### config.mk
export PLATFORM = sky130hd
export DESIGN_NAME = alu_1
export DESIGN_NICKNAME = d
export VERILOG_FILES = /design/src/rtl/alu_pkg.sv /design/src/rtl/csla_adder.sv /design/src/rtl/alu_1.sv
export SDC_FILE = /design/constraint.sdc
export NUM_CORES = 2
export LEC_CHECK = 0
export BUFFER_PORTS_ARGS = -buffer_cell sky130_fd_sc_hd__buf_2
export CAP_MARGIN = 20
export CORE_MARGIN = 1.5
export CORE_UTILIZATION = 55
export DETAILED_ROUTE_END_ITERATION = 10
export PLACE_DENSITY = 0.69
export SLEW_MARGIN = 0
export SYNTH_ARGS = -nofsm -noshare
export SYNTH_HDL_FRONTEND = slang
export SYNTH_SLANG_ARGS = --single-unit
### constraint.sdc
create_clock -name clk -period 0.8 [get_ports clk]
set_input_delay 0.16 -clock clk [delete_from_list [all_inputs] [get_ports clk]]
set_output_delay 0.16 -clock clk [all_outputs]
set_load 0.03 [all_outputs]
### src/rtl/alu_pkg.sv
// Shared opcode encodings and default geometry for the execute-stage ALU.
// Pure definitions; no logic, no latency.
// No flow control; consumers sample every cycle.
package alu_pkg;

    localparam int ALU_WIDTH = 32;
    localparam int ALU_BLOCK = 4;

    localparam logic [3:0] OP_ADD  = 4'd0;
    localparam logic [3:0] OP_SUB  = 4'd1;
    localparam logic [3:0] OP_MUL  = 4'd2;
    localparam logic [3:0] OP_AND  = 4'd3;
    localparam logic [3:0] OP_OR   = 4'd4;
    localparam logic [3:0] OP_XOR  = 4'd5;
    localparam logic [3:0] OP_NAND = 4'd6;
    localparam logic [3:0] OP_NOR  = 4'd7;
    localparam logic [3:0] OP_XNOR = 4'd8;
    localparam logic [3:0] OP_NOT  = 4'd9;
    localparam logic [3:0] OP_SLL  = 4'd10;
    localparam logic [3:0] OP_SRL  = 4'd11;
    localparam logic [3:0] OP_SRA  = 4'd12;
    localparam logic [3:0] OP_SLT  = 4'd13;
    localparam logic [3:0] OP_INC  = 4'd14;
    localparam logic [3:0] OP_PASS = 4'd15;

endpackage

### src/rtl/csla_adder.sv
// Carry-select adder: ripple first block, dual-precomputed later blocks muxed by carry.
// Purely combinational, zero cycles.
// No flow control.
module csla_adder
    import alu_pkg::*;
#(
    parameter int WIDTH = ALU_WIDTH,
    parameter int BLOCK = ALU_BLOCK
) (
    input  logic [WIDTH-1:0] a,
    input  logic [WIDTH-1:0] b,
    input  logic             cin,
    output logic [WIDTH-1:0] sum,
    output logic             cout
);

    localparam int NBLK = WIDTH / BLOCK;

    logic [NBLK:0] carry;

    assign carry[0] = cin;

    for (genvar g = 0; g < NBLK; g++) begin : g_blk
        logic [BLOCK-1:0] a_blk;
        logic [BLOCK-1:0] b_blk;

        assign a_blk = a[g*BLOCK +: BLOCK];
        assign b_blk = b[g*BLOCK +: BLOCK];

        if (g == 0) begin : g_ripple
            logic [BLOCK:0] s;
            assign s = {1'b0, a_blk} + {1'b0, b_blk} + {{BLOCK{1'b0}}, carry[0]};
            assign sum[BLOCK-1:0] = s[BLOCK-1:0];
            assign carry[1]       = s[BLOCK];
        end else begin : g_select
            // Both carry-in cases are ready before the lower carry arrives.
            logic [BLOCK:0] s0;
            logic [BLOCK:0] s1;
            assign s0 = {1'b0, a_blk} + {1'b0, b_blk};
            assign s1 = {1'b0, a_blk} + {1'b0, b_blk} + {{BLOCK{1'b0}}, 1'b1};
            assign sum[g*BLOCK +: BLOCK] = carry[g] ? s1[BLOCK-1:0] : s0[BLOCK-1:0];
            assign carry[g+1]            = carry[g] ? s1[BLOCK]     : s0[BLOCK];
        end
    end

    assign cout = carry[NBLK];

endmodule

### src/rtl/alu_1.sv
// Execute-stage 16-op ALU with full-width multiply product output.
// Latency 1 cycle, one op accepted every cycle.
// No backpressure: inputs are sampled unconditionally on every clk edge.
module alu_1
    import alu_pkg::*;
#(
    parameter int WIDTH = ALU_WIDTH,
    parameter int BLOCK = ALU_BLOCK
) (
    input  logic               clk,
    input  logic               rst_n,
    input  logic [WIDTH-1:0]   operand1,
    input  logic [WIDTH-1:0]   operand2,
    input  logic [3:0]         opcode,
    output logic [WIDTH-1:0]   result,
    output logic               carry_out,
    output logic [2*WIDTH-1:0] product
);

    localparam int SHW = $clog2(WIDTH);

    logic [WIDTH-1:0]   add_b;
    logic               add_cin;
    logic [WIDTH-1:0]   add_sum;
    logic               add_cout;
    logic [2*WIDTH-1:0] mul_full;
    logic [SHW-1:0]     shamt;

    logic [WIDTH-1:0]   result_d,  result_q;
    logic               carry_d,   carry_q;
    logic [2*WIDTH-1:0] product_d, product_q;

    // SUB is A + ~B + 1 and INC is A + 0 + 1, sharing the one adder.
    always_comb begin
        add_b   = operand2;
        add_cin = 1'b0;
        if (opcode == OP_SUB) begin
            add_b   = ~operand2;
            add_cin = 1'b1;
        end else if (opcode == OP_INC) begin
            add_b   = '0;
            add_cin = 1'b1;
        end
    end

    csla_adder #(
        .WIDTH (WIDTH),
        .BLOCK (BLOCK)
    ) u_csla (
        .a    (operand1),
        .b    (add_b),
        .cin  (add_cin),
        .sum  (add_sum),
        .cout (add_cout)
    );

    assign mul_full = {{WIDTH{1'b0}}, operand1} * {{WIDTH{1'b0}}, operand2};
    assign shamt    = operand2[SHW-1:0];

    always_comb begin
        result_d  = '0;
        carry_d   = 1'b0;
        product_d = '0;
        case (opcode)
            OP_ADD:  begin result_d = add_sum; carry_d = add_cout;  end
            OP_SUB:  begin result_d = add_sum; carry_d = ~add_cout; end
            OP_MUL:  begin product_d = mul_full; result_d = mul_full[WIDTH-1:0]; end
            OP_AND:  result_d = operand1 & operand2;
            OP_OR:   result_d = operand1 | operand2;
            OP_XOR:  result_d = operand1 ^ operand2;
            OP_NAND: result_d = ~(operand1 & operand2);
            OP_NOR:  result_d = ~(operand1 | operand2);
            OP_XNOR: result_d = ~(operand1 ^ operand2);
            OP_NOT:  result_d = ~operand1;
            OP_SLL:  result_d = operand1 << shamt;
            OP_SRL:  result_d = operand1 >> shamt;
            OP_SRA:  result_d = $unsigned($signed(operand1) >>> shamt);
            OP_SLT:  result_d = {{(WIDTH-1){1'b0}}, ($signed(operand1) < $signed(operand2))};
            OP_INC:  begin result_d = add_sum; carry_d = add_cout;  end
            OP_PASS: result_d = operand1;
        endcase
    end

    always_ff @(posedge clk or negedge rst_n) begin
        if (!rst_n) begin
            result_q  <= '0;
            carry_q   <= 1'b0;
            product_q <= '0;
        end else begin
            result_q  <= result_d;
            carry_q   <= carry_d;
            product_q <= product_d;
        end
    end

    assign result    = result_q;
    assign carry_out = carry_q;
    assign product   = product_q;

endmodule

==> results.toml <==
[logic_synthesis]
avgSynthCellArea_um2 = 8.21
syn_area_um2 = 43500
synth.distinct_cells = 74
ys_async_sr_fraction = 1.00
synth-seq-area-share = 0.0558
syn-num-nets = 6669
synth_cells = 5295
synth_edf_count = 0
ys_warn_count = 0
synth_top_flop_cell = "dfrtp_1"
ys_seq_elements = 97

[detailed_routing]
vias_per_cell = 6.37
totalWireLength_mm = 235
drc = 31
drt_iter0_drc = 6760
antenna_left = 0
first_pass_iters = 11
via_count = 48000
wl_per_cell_um = 31.2

[sta]
fmax_mhz = 131
layout_setup_ws_ps = -6840
period_needed_ps = 7640
finalHoldViolations = 0
slew_headroom = 0.372
whs_ps = 138
rsz0062_at_grt = "yes"
finalCritPeriodShare = 9.55
slew_violations = 0
setup_viol = 194
worst_pin_slew_ps = 943

[floorplanning]
num_rows = 102
die-area_um2 = 80700
die_y_um = 284
core_um2 = 77800
pin_count = 167
die_w_um = 284
initial_utilization = 0.558

[worst_setup_path]
max_stage_delay_ps = 890
slowest_stage = "fa_2"
timing.critical_path.mode_cell = "fa_1"
critPathLaunchType = "input port"
critical_path_required_ps = 1150
cp_max_fo = 5
setup.worst_path.end_class = "flop"
worstPathArrival_ps = 7990
worstSetupPathType = "in -> reg"

[cts]
cts_root_buf = "clkbuf_16"
clockBufferDepth = 2
cts_htree_levels = 3
clk_pin_slew_ps = 90
cts_tree = "yes"
numCtsBuffers = 9
clkSinkCount = 97

[place]
hpwl_mm = 170
dpl_cell_area_um2 = 54200
dp_slack_ps = -7710
portBuffers = 166
place.gp.congestion = 1.20

[flow_run]
cap_violations = 0

[run_status]
violations = "design-rule violations, negative setup slack"
status = "finished, violations left"

[global_routing]
grt_pass1_wl_mm = 310
globalRouteTotalUtil = 0.532
antenna_found_initial = 21
grt_max_degree = 56
grt_overflow = 0
grt_pass1_vias = 48200

[final_layout]
syn2layout_area_growth_pct = 40.8
nNetsFinal = 7845
drive_gt1_frac = 0.325
final_cell_area_um2 = 61200

[worst_hold_path]
holdCritPathClass = "in -> async"
stage by stage:
step / instances / utilization / TNS [ps]
after floorplan: 5295 / - / -498330
after global placement: 7306 / 0.696 / -577430
after detailed placement: 7306 / 0.696 / -589630
after CTS: 7438 / 0.750 / -521460
after global routing: 7523 / 0.786 / -570050
final: 7531 / 0.786 / -567730
repair_timing:
| item | 4_1_cts | 5_1_grt |
|---|---|---|
| gates resized for setup | 757 | 648 |
| setup buffers | 128 | 92 |
| pin swaps | 246 | 203 |
| endpoints found under the setup margin | 194 | 194 |
| cloned | 3 | 7 |
| hold endpoints to repair | 97 | 0 |
| hold buffers | 1 | 0 |
kinds of logic after synthesis:
group                      share of synthesized area
AOI/OAI and AO/OA                              0.103
xor gates and xnor gates                      0.0206
adders and majority gates                      0.531
buffers and inverters                          0.116
DFF                                           0.0558
muxes                                         0.0230
and+or+nand+nor                                0.150
cell usage in the layout (no fill, tap or decap), drive strengths merged, types with 9 or more instances in the layout:
master    instances
nand3            29
nand2b           12
mux2             14
a221o             9
clkinvlp         12
inv            1001
ha              400
a21oi           167
o211ai           34
mux2i            79
nor2            791
o21ai           265
a31oi            14
dfrtp            97
o21bai           22
a211oi           17
nand2           668
o2111ai          10
clkbuf           16
nor2b            18
clkinv           20
xor2             42
a221oi           16
a22oi            17
o221ai           19
nor4             11
nor3             24
buf            1474
or3              11
diode            15
xnor2            57
and2             11
fa              904
a21o             59
nand4             9
o22ai            22
and3             18
how the worst max path moves through the flow:
stage                  from          end  depth (start not counted)
2_1_floorplan   operand2[2]  product[49]                         32
3_3_place_gp   operand1[16]  product[58]                         29
3_5_place_dp   operand1[16]  product[58]                         26
4_1_cts        operand1[16]  product[62]                         29
5_1_grt        operand1[10]  product[62]                         29
6_report       operand1[10]  product[62]                         29
cell usage after synthesis, drive strengths merged, types with 7 or more instances:
| cell type | n | area (um^2) |
|---|---|---|
| o31ai | 8 | 60.1 |
| a221oi | 16 | 140 |
| nand2b | 12 | 75.1 |
| or3 | 11 | 68.8 |
| a31oi | 14 | 87.6 |
| ha | 400 | 5000 |
| nor2b | 18 | 113 |
| nand3 | 29 | 145 |
| and2 | 11 | 68.8 |
| a22oi | 17 | 128 |
| a221o | 9 | 90.1 |
| xnor2 | 57 | 499 |
| and3 | 18 | 118 |
| buf | 75 | 282 |
| a21boi | 7 | 52.6 |
| o21bai | 22 | 165 |
| o21ai | 265 | 1330 |
| o211ai | 34 | 255 |
| a21o | 59 | 443 |
| nand4 | 9 | 56.3 |
| a211oi | 17 | 128 |
| clkbuf | 243 | 912 |
| fa | 904 | 18100 |
| a211o | 8 | 70.1 |
| nor2 | 791 | 2970 |
| nor4 | 11 | 68.8 |
| mux2 | 14 | 165 |
| mux2i | 79 | 791 |
| clkinv | 15 | 56.3 |
| a21oi | 167 | 836 |
| dfrtp | 97 | 2430 |
| o22ai | 22 | 138 |
| inv | 1011 | 3790 |
| nand2 | 668 | 2510 |
| o221ai | 19 | 166 |
| o2111ai | 10 | 87.6 |
| nor3 | 24 | 120 |
| xor2 | 42 | 375 |
worst max-delay path: cells and delay by family:
kind | cells | cell delay [ps]
fa+ha+maj | 9 | 4640
mux | 1 | 200
buf+inv | 7 | 850
simple gates | 2 | 130
compound gates | 10 | 1970
layer usage:
metal	GRT usage	wire [um]	vias up
met3	0.186	35800	1889
li1	-	-	18600
met5	0	719	-
met2	0.781	94300	4461
met4	0.488	30400	30
met1	0.611	74200	22900
sequential cells by signal, indices dropped and copies added, names as in the netlist:
signal,cells
product,64
result,32
carry_out,1
area by class of cell:
cell class                      instances  area, um^2
Clock inverter                          7        72.6
Inverter                             1026        4060
Fill cell                            4914       16600
Multi-Input combinational cell       3854       39100
Sequential cell                        97        2430
Clock buffer                            9         225
Timing Repair Buffer                 1483       14000
Antenna cell                           15        37.5
Tap cell                             1040        1300
Power is not shown: default switching activity piles up to over one toggle a cycle in this logic, so the estimate is an artifact.
